[config.mk]
export PLATFORM = sky130hd
export DESIGN_NAME = uart_tx_arbiter_flat
export DESIGN_NICKNAME = d
export VERILOG_FILES = /design/src/rtl/uart_tx_arbiter_if.sv /design/src/rtl/uart_tx_arbiter.sv /design/src/flat_wrapper.sv
export SDC_FILE = /design/constraint.sdc
export NUM_CORES = 1
export LEC_CHECK = 0
export CAP_MARGIN = 25
export CORE_ASPECT_RATIO = 1.4
export CORE_MARGIN = 10
export CORE_UTILIZATION = 43
export CTS_CLUSTER_DIAMETER = 60
export CTS_CLUSTER_SIZE = 40
export DETAILED_ROUTE_END_ITERATION = 16
export PLACE_DENSITY_LB_ADDON = 0.05
export SLEW_MARGIN = 30
export SYNTH_ARGS = -nofsm -noshare
export SYNTH_HDL_FRONTEND = slang
export SYNTH_SLANG_ARGS = --single-unit
[constraint.sdc]
create_clock -name clk -period 2.5 [get_ports clk]
set_clock_uncertainty 0.05 [all_clocks]
set_input_delay 0.25 -clock clk [delete_from_list [all_inputs] [get_ports clk]]
set_output_delay 0.25 -clock clk [all_outputs]
set_load 0.05 [all_outputs]
[src/rtl/uart_tx_arbiter_if.sv]
// Producer/transmitter-side bundle for uart_tx_arbiter.
// slave = the arbiter itself, master = producers plus the uart_tx status lines.
interface uart_tx_arbiter_if #(
    parameter int NUM_REQ = 4
);
    localparam int OW = $clog2(NUM_REQ);

    logic [NUM_REQ-1:0]   Req;
    logic [NUM_REQ-1:0]   Lock;
    logic [8*NUM_REQ-1:0] Req_Byte;
    logic [NUM_REQ-1:0]   Ack;
    logic [NUM_REQ-1:0]   Sent;
    logic [OW-1:0]        Owner;
    logic                 Busy;
    logic                 Err;
    logic                 Tx_Start;
    logic [7:0]           Tx_Byte;
    logic                 Tx_Active;
    logic                 Tx_Done;

    modport master (
        output Req, Lock, Req_Byte, Tx_Active, Tx_Done,
        input  Ack, Sent, Owner, Busy, Err, Tx_Start, Tx_Byte
    );

    modport slave (
        input  Req, Lock, Req_Byte, Tx_Active, Tx_Done,
        output Ack, Sent, Owner, Busy, Err, Tx_Start, Tx_Byte
    );
endinterface

[src/rtl/uart_tx_arbiter.sv]
// Round-robin scheduler sharing one uart_tx between NUM_REQ byte producers, with per-requester lock.
// Optional transmit watchdog enabled by defining UART_ARB_WATCHDOG_EN.
module uart_tx_arbiter #(
    parameter int NUM_REQ     = 4,
    parameter int GAP_CYCLES  = 1,
    parameter int WDOG_CYCLES = 4096
) (
    input  logic             clk,
    input  logic             rst,
    uart_tx_arbiter_if.slave bus
);
    localparam int OW = $clog2(NUM_REQ);
    localparam logic [7:0] GAP_LD = 8'(GAP_CYCLES);

    typedef enum logic [1:0] {IDLE, WAIT_DONE, GAP} state_t;

    state_t               state_q;
    logic [OW-1:0]        owner_q;
    logic                 lock_held_q;
    logic [7:0]           gap_q;
    logic [7:0]           tx_byte_q;
    logic [NUM_REQ-1:0]   ack_q;
    logic [NUM_REQ-1:0]   sent_q;
    logic                 tx_start_q;
    logic                 busy_q;

    logic [OW-1:0]        cand_idx [NUM_REQ];
    logic [NUM_REQ-1:0]   cand_req;
    logic [7:0]           byte_arr [NUM_REQ];
    logic [OW-1:0]        rr_idx;
    logic [OW-1:0]        win_idx;
    logic                 grant;
    logic                 wdog_hit;

    // Candidates in priority order: Owner+1, Owner+2, ..., Owner itself last.
    genvar gi;
    generate
        for (gi = 0; gi < NUM_REQ; gi++) begin : g_rot
            logic [OW:0] sum;
            assign sum          = {1'b0, owner_q} + (OW+1)'(gi + 1);
            assign cand_idx[gi] = (sum >= (OW+1)'(NUM_REQ)) ? OW'(sum - (OW+1)'(NUM_REQ)) : OW'(sum);
            assign cand_req[gi] = bus.Req[cand_idx[gi]];
            assign byte_arr[gi] = bus.Req_Byte[8*gi +: 8];
        end
    endgenerate

    always_comb begin
        rr_idx = owner_q;
        for (int k = NUM_REQ - 1; k >= 0; k--) begin
            if (cand_req[k]) rr_idx = cand_idx[k];
        end
        win_idx = (lock_held_q && bus.Req[owner_q]) ? owner_q : rr_idx;
        grant   = (|bus.Req) && !bus.Tx_Active;
    end

`ifdef UART_ARB_WATCHDOG_EN
    logic [15:0] wdog_q;
    logic        err_q;
    assign wdog_hit = (wdog_q == 16'(WDOG_CYCLES - 1));
    assign bus.Err  = err_q;
`else
    assign wdog_hit = 1'b0;
    assign bus.Err  = 1'b0;
`endif

    always_ff @(posedge clk) begin
        if (rst) begin
            state_q     <= IDLE;
            owner_q     <= OW'(NUM_REQ - 1);
            lock_held_q <= 1'b0;
            gap_q       <= 8'd0;
            tx_byte_q   <= 8'd0;
            ack_q       <= '0;
            sent_q      <= '0;
            tx_start_q  <= 1'b0;
            busy_q      <= 1'b0;
`ifdef UART_ARB_WATCHDOG_EN
            wdog_q      <= 16'd0;
            err_q       <= 1'b0;
`endif
        end else begin
            ack_q      <= '0;
            sent_q     <= '0;
            tx_start_q <= 1'b0;
            case (state_q)
                IDLE: begin
                    // A locked owner that stopped requesting gives up its claim.
                    if (lock_held_q && !bus.Req[owner_q]) lock_held_q <= 1'b0;
                    if (grant) begin
                        owner_q         <= win_idx;
                        tx_byte_q       <= byte_arr[win_idx];
                        ack_q[win_idx]  <= 1'b1;
                        tx_start_q      <= 1'b1;
                        busy_q          <= 1'b1;
                        state_q         <= WAIT_DONE;
`ifdef UART_ARB_WATCHDOG_EN
                        wdog_q          <= 16'd0;
`endif
                    end
                end
                WAIT_DONE: begin
                    if (bus.Tx_Done || wdog_hit) begin
                        if (GAP_CYCLES == 0) begin
                            state_q <= IDLE;
                            busy_q  <= 1'b0;
                        end else begin
                            state_q <= GAP;
                            gap_q   <= GAP_LD;
                        end
                    end
                    if (bus.Tx_Done) begin
                        sent_q[owner_q] <= 1'b1;
                        lock_held_q     <= bus.Lock[owner_q];
                    end
`ifdef UART_ARB_WATCHDOG_EN
                    else if (wdog_hit) begin
                        err_q       <= 1'b1;
                        lock_held_q <= 1'b0;
                    end else begin
                        wdog_q <= wdog_q + 16'd1;
                    end
`endif
                end
                GAP: begin
                    if (gap_q <= 8'd1) begin
                        gap_q   <= 8'd0;
                        state_q <= IDLE;
                        busy_q  <= 1'b0;
                    end else begin
                        gap_q <= gap_q - 8'd1;
                    end
                end
                default: begin
                    state_q <= IDLE;
                    busy_q  <= 1'b0;
                end
            endcase
        end
    end

    assign bus.Ack      = ack_q;
    assign bus.Sent     = sent_q;
    assign bus.Owner    = owner_q;
    assign bus.Busy     = busy_q;
    assign bus.Tx_Start = tx_start_q;
    assign bus.Tx_Byte  = tx_byte_q;
endmodule

[src/flat_wrapper.sv]
// flat-port wrapper written by rule: the top's interface ports become plain ports
module uart_tx_arbiter_flat 
#(
    parameter int NUM_REQ     = 4,
    parameter int GAP_CYCLES  = 1,
    parameter int WDOG_CYCLES = 4096
)
  (clk, rst, bus_Req, bus_Lock, bus_Req_Byte, bus_Tx_Active, bus_Tx_Done, bus_Ack, bus_Sent, bus_Owner, bus_Busy, bus_Err, bus_Tx_Start, bus_Tx_Byte);
  uart_tx_arbiter_if #(.NUM_REQ(NUM_REQ)) bus_i ();
  input  logic clk;
  input  logic rst;
  input wire logic [$bits(bus_i.Req)-1:0] bus_Req;
  input wire logic [$bits(bus_i.Lock)-1:0] bus_Lock;
  input wire logic [$bits(bus_i.Req_Byte)-1:0] bus_Req_Byte;
  input wire logic [$bits(bus_i.Tx_Active)-1:0] bus_Tx_Active;
  input wire logic [$bits(bus_i.Tx_Done)-1:0] bus_Tx_Done;
  output wire logic [$bits(bus_i.Ack)-1:0] bus_Ack;
  output wire logic [$bits(bus_i.Sent)-1:0] bus_Sent;
  output wire logic [$bits(bus_i.Owner)-1:0] bus_Owner;
  output wire logic [$bits(bus_i.Busy)-1:0] bus_Busy;
  output wire logic [$bits(bus_i.Err)-1:0] bus_Err;
  output wire logic [$bits(bus_i.Tx_Start)-1:0] bus_Tx_Start;
  output wire logic [$bits(bus_i.Tx_Byte)-1:0] bus_Tx_Byte;
  assign bus_i.Req = bus_Req;
  assign bus_i.Lock = bus_Lock;
  assign bus_i.Req_Byte = bus_Req_Byte;
  assign bus_i.Tx_Active = bus_Tx_Active;
  assign bus_i.Tx_Done = bus_Tx_Done;
  assign bus_Ack = bus_i.Ack;
  assign bus_Sent = bus_i.Sent;
  assign bus_Owner = bus_i.Owner;
  assign bus_Busy = bus_i.Busy;
  assign bus_Err = bus_i.Err;
  assign bus_Tx_Start = bus_i.Tx_Start;
  assign bus_Tx_Byte = bus_i.Tx_Byte;
  uart_tx_arbiter #(.NUM_REQ(NUM_REQ), .GAP_CYCLES(GAP_CYCLES), .WDOG_CYCLES(WDOG_CYCLES)) u_core (.clk(clk), .rst(rst), .bus(bus_i));
endmodule
# Word level (Yosys, flattened, before mapping)
# Cells that the tools add are included.
# Widths: inputs -> output; s select.
# totals
romBits	0
register_bits	31
n_memories	0
ram_bits	0
latch_bits	0
# classes
muxes	42
shift	0
reduce_logical	19
bitwise	5
n_mul	0
magnitude_cmp	14
n_eq_ne	6
div_mod_pow	0
addsub	9
# ops
op	count
$mux 8	4
$mux 2	12
$lt 2x3->1 const B	6
$bmux 8 s2	1
$pmux 8 s2	1
$ge 3x3->1 const B	5
$mux 1	13
$bmux 1 s2	6
$reduce_and 3->1	3
$le 8x1->1 const B	1
$sub 2x1->2 const B	4
$sub 8x1->8 const B	1
$add 2x2->3 const B	2
$ne 2x1->1 const B	3
$pmux 2 s3	1
$reduce_or 3->1	2
$logic_and 1x1->1	5
$demux 1 s2	2
$ge 2x1->1 const B	2
$not 1->1	4
$reduce_and 2->1	2
$reduce_bool 2->1	2
$reduce_or 4->1	1
$add 2x1->3 const B	1
other kinds (10)	11

# Depth between registers and ports, before layout
# logic_depth
word_depth	14
ltp_mapped	12

# Worst setup path after synthesis
# No wires, ideal clock.
# synth_path
kind	register to register
from	register u_core.owner_q[0], in the netlist u_core.bus.Owner[0]
to	register u_core.tx_byte_q[6], in the netlist u_core.bus.Tx_Byte[6]
slack_ns	-0.515
path_buffers	3
setup_time_ns	0.103
stages_incl_launch_ff	12
period_less_slack_ns	3.015
required_ns	2.347
arrival_time_ns	2.862
path_cell_list	dfxtp_1 buf_6 inv_1 clkbuf_1 ha_1 buf_2 mux2_2 o22ai_1 a2bb2oi_1 o21ai_0 and4bb_1 a2111oi_2
# synth_via
elab_chain_len	14
elab_cells_between_ends	36
cone_classes	add/sub (8); order compare (4); mux (22); bitwise (1); reduce/logical (1)
# synth_lines
element	line_no	source
start: declaration	uart_tx_arbiter.sv:18	logic [OW-1:0] owner_q;
start signal: assignment	uart_tx_arbiter.sv:69	owner_q <= OW'(NUM_REQ - 1);
start signal: assignment	uart_tx_arbiter.sv:90	owner_q <= win_idx;
$add 2x3->3	uart_tx_arbiter.sv:40	assign sum = {1'b0, owner_q} + (OW+1)'(gi + 1);
$ge 3x3->1 / $sub 2x1->2 (equally long branches)	uart_tx_arbiter.sv:41	assign cand_idx[gi] = (sum >= (OW+1)'(NUM_REQ)) ? OW'(sum - (OW+1)'(NUM_REQ)) : OW'(sum);
$mux 2	uart_tx_arbiter.sv:41	
$bmux 1 s2	uart_tx_arbiter.sv:42	assign cand_req[gi] = bus.Req[cand_idx[gi]];
$mux 1 (implied by the code)	uart_tx_arbiter.sv:42	
$mux 2 (4 in a row)	uart_tx_arbiter.sv:50	if (cand_req[k]) rr_idx = cand_idx[k];
$mux 2 (*)	uart_tx_arbiter.sv:52	win_idx = (lock_held_q && bus.Req[owner_q]) ? owner_q : rr_idx;
$not 2->3 (implied by the code) (*)	uart_tx_arbiter.sv:91	tx_byte_q <= byte_arr[win_idx];
$bmux 8 s2 (*)	uart_tx_arbiter.sv:91	
$mux 8 (implied by the code) (*) (2 in a row)	uart_tx_arbiter.sv:91	
end signal: assignment	uart_tx_arbiter.sv:91	
end: declaration	uart_tx_arbiter.sv:21	logic [7:0] tx_byte_q;
# Every way passes the cells marked *; elsewhere a longest branch is shown, timed or not. The select of a mux whose other input is x is not followed.
# A chain may end at the register's enable or synchronous reset.

# Worst setup path after layout
# layout_path
from	register u_core.owner_q[1], in the netlist u_core.bus.Owner[1]
to	register u_core.tx_byte_q[6], in the netlist u_core.bus.Tx_Byte[6]
# The elaborated chain is that of the path after synthesis.

==> impl_metrics.csv <==
group,metric,value,unit
global_routing,grt_use_total,0.161,
logic_synthesis,yosys_warnings,0,
setup_path,cp_data_required_time,2630,ps
clock_tree,cts_made_buffers,5,
sta,rsz0062_at_grt,"no",
layout,layout_common_cells,"clkdlybuf4s50_1 (63), dfxtp_1 (29), nor2_1 (28)",
placed_design,gp_congestion,0.894,
logic_synthesis,synth_edf_count,0,
layout,final_nets,383,
logic_synthesis,ys.flop_type,"dfxtp_1",
setup_path,crit_family,"compound AO/OA/AOI/OAI gates",
logic_synthesis,synth-seq-cells,31,
setup_path,path_buf_inv,1,
clock_tree,post_cts_buffers,0,
clock_tree,clk_pin_slew_worst_paths,70,ps
setup_path,crit_arrival,2450,ps
clock_tree,clk_path_buf_depth,2,
floorplanning,start_util,0.451,
placed_design,post-place-ws,1.22,ps
floorplanning,die_y,105,microns
sta,tns,0,ps
setup_path,crit_slowest_cell,"o221a_2",
global_routing,antenna_found_initial,0,
floorplanning,core,0.00492,sq mm
clock_tree,post_cts_resized,0,
min_path,holdPathStages,2,
sta,fin_crit_sh,0.928,
layout,drive_above_1_share,0.180,
run,cap_violations,0,
logic_synthesis,synth_async_sr_flop_share,0,
floorplanning,die_w,80.7,microns
clock_tree,clock-sinks,31,
sta,clock.fmax,0.431,GHz
sta,fin_crit,2320,ps
sta,tightest_slew,651,ps
clock_tree,cts_root_buffer,"clkbuf_8",
logic_synthesis,synth.avg_cell_area,8.62,sq um
logic_synthesis,syn_inst,257,
min_path,hp-class,"reg2reg",
floorplanning,io_pins,65,
routing,vias,2293,
logic_synthesis,synth_nets,307,
sta,setup_slack,181,ps
placed_design,io_buffers,63,
global_routing,grt_pass1_wl,11100,microns
routing,drt_iter0_drc,157,
clock_tree,hold_buffers,0,
sta,drv_slew,0,
routing,avgViaCountPerCell,5.76,
setup_path,cp_max_fo,16,
sta,setup_viol,0,
setup_path,endpoint_kind,"register",
routing,ant_nets,0,
setup_path,r2r_cells,8,
routing,wl_per_cell,17.2,microns
outcome,status,"finished clean",
sta,hold_viol,0,
pwr,p_per_area,604,mW/mm^2
sta,slew_headroom,0.564,
setup_path,path_cells,"inv_1 > ha_4 > mux4_2 > o221a_2 > a221oi_1 > nor2_1 > and4bb_1 > a2111oi_2",
layout,area_delta_synth_final,43.5,%
placed_design,dp_hpwl,5360,microns
global_routing,overflow,0,
layout,layout_commonest_cell,"clkdlybuf4s50_1",
pwr,vdd_drop_max,0.000501,V
setup_path,crit_type,"reg2reg",
routing,detail_route.wirelength,6830,microns
routing,firstDrtPassIters,5,
routing,drc_errors,0,
global_routing,grt_pass1_vias,2297,
logic_synthesis,syn-cell-area,0.00222,sq mm
pwr,leakagePower,0.00137,uW
setup_path,cp-start-kind,"register",
clock_tree,insertion_delay,280,ps
global_routing,grt_max_degree,28,
floorplanning,dieArea,0.00847,sq mm
floorplanning,rows,30,
clock_tree,cts.htree.levels,2,
setup_path,path_depth,8,
logic_synthesis,ys_seq_area_frac,0.280,
clock_tree,cts_tree,"done",
setup_path,critPathMaxStageDelay,370,ps
layout,diodes,0,
logic_synthesis,synth_cell_types,52,
routing by layer:
metal  GRT usage  vias to the layer above  wire [microns]
li1            -                     1140               -
met1       0.170                     1063            2650
met2       0.285                       76            3540
met3      0.0437                       14             411
met4      0.0682                        0             220
met5           0                        -               0
tightest hold or removal path: cells and delay by family (launching register included):
family / cells / cell delay [ps]
AO/OA/AOI/OAI: 1 / 50
flip-flops: 1 / 320
AND/OR/NAND/NOR: 1 / 60
final cells by class:
class,instances,area (sq um)
fill,429,1740
multi-input combinational,196,1490
timing repair buffer,90,833
sequential,31,628
clock buffer,7,108
tap,64,80.1
inverter,9,33.8
clock inverter,1,5.00
synth_stat cells, types with 3 or more instances:
cell / instances / area (sq um)
o22ai_1: 3 / 18.8
nand2b_1: 4 / 25.0
clkbuf_1: 9 / 33.8
mux2i_1: 11 / 110
ha_1: 6 / 75.1
o21ai_0: 8 / 40.0
mux2_2: 4 / 45.0
nor2_1: 28 / 105
nor4_1: 4 / 25.0
a21oi_1: 10 / 50.1
a221oi_1: 23 / 201
nand3_1: 9 / 45.0
xnor2_1: 3 / 26.3
o21bai_1: 8 / 60.1
inv_1: 9 / 33.8
o211a_1: 7 / 70.1
and2_1: 6 / 37.5
buf_2: 8 / 40.0
a222oi_1: 7 / 70.1
o21ai_1: 3 / 15.0
dfxtp_1: 31 / 621
nand2_1: 17 / 63.8
kinds of logic after synthesis:
kind of cell    Yosys count  synth area share
xor+xnor                  5            0.0198
fa+ha+maj                 6            0.0339
buf+inv                  30            0.0711
mux                      19             0.103
other cells               1           0.00169
simple gates             79             0.173
flops                    31             0.280
compound gates           86             0.318
registers in the layout, summed over array words and instances, names as in the netlist:
signal,count
u_core.bus.Sent,4
u_core.state_q,2
u_core.bus.Owner,2
u_core.bus.Busy,1
u_core.bus.Ack,4
u_core.lock_held_q,1
u_core.bus.Tx_Start,1
u_core.bus.Tx_Byte,8
u_core.gap_q,8
metrics by stage:
stage | total power (uW) | std cells | instance area [sq um] | utilization | hold WS [ps]
after global placement | 1450 | 390 | 3070 | 0.624 | 402
final | 1920 | 398 | 3180 | 0.647 | 417
after CTS | 1930 | 398 | 3180 | 0.647 | 421
after detailed placement | 1460 | 390 | 3070 | 0.624 | 412
after floorplan | 1170 | 257 | 2290 | - | 375
after global routing | 2030 | 398 | 3180 | 0.647 | 457
worst paths after layout:
path | startpoint | to | slack [ps]
max | u_core.bus.Owner[1] | u_core.bus.Tx_Byte[6] | 180
min | u_core.gap_q[6] | u_core.gap_q[6] | 420
max reg2reg | u_core.bus.Owner[1] | u_core.bus.Tx_Byte[6] | 180
min reg2reg | u_core.gap_q[6] | u_core.gap_q[6] | 420
power by group:
part / switching (uW) / internal [uW] / total, uW
Combinational: 479 / 394 / 873
Sequential: 34.0 / 540 / 574
Clock: 191 / 282 / 473
Power figures use the tool's default switching activity.
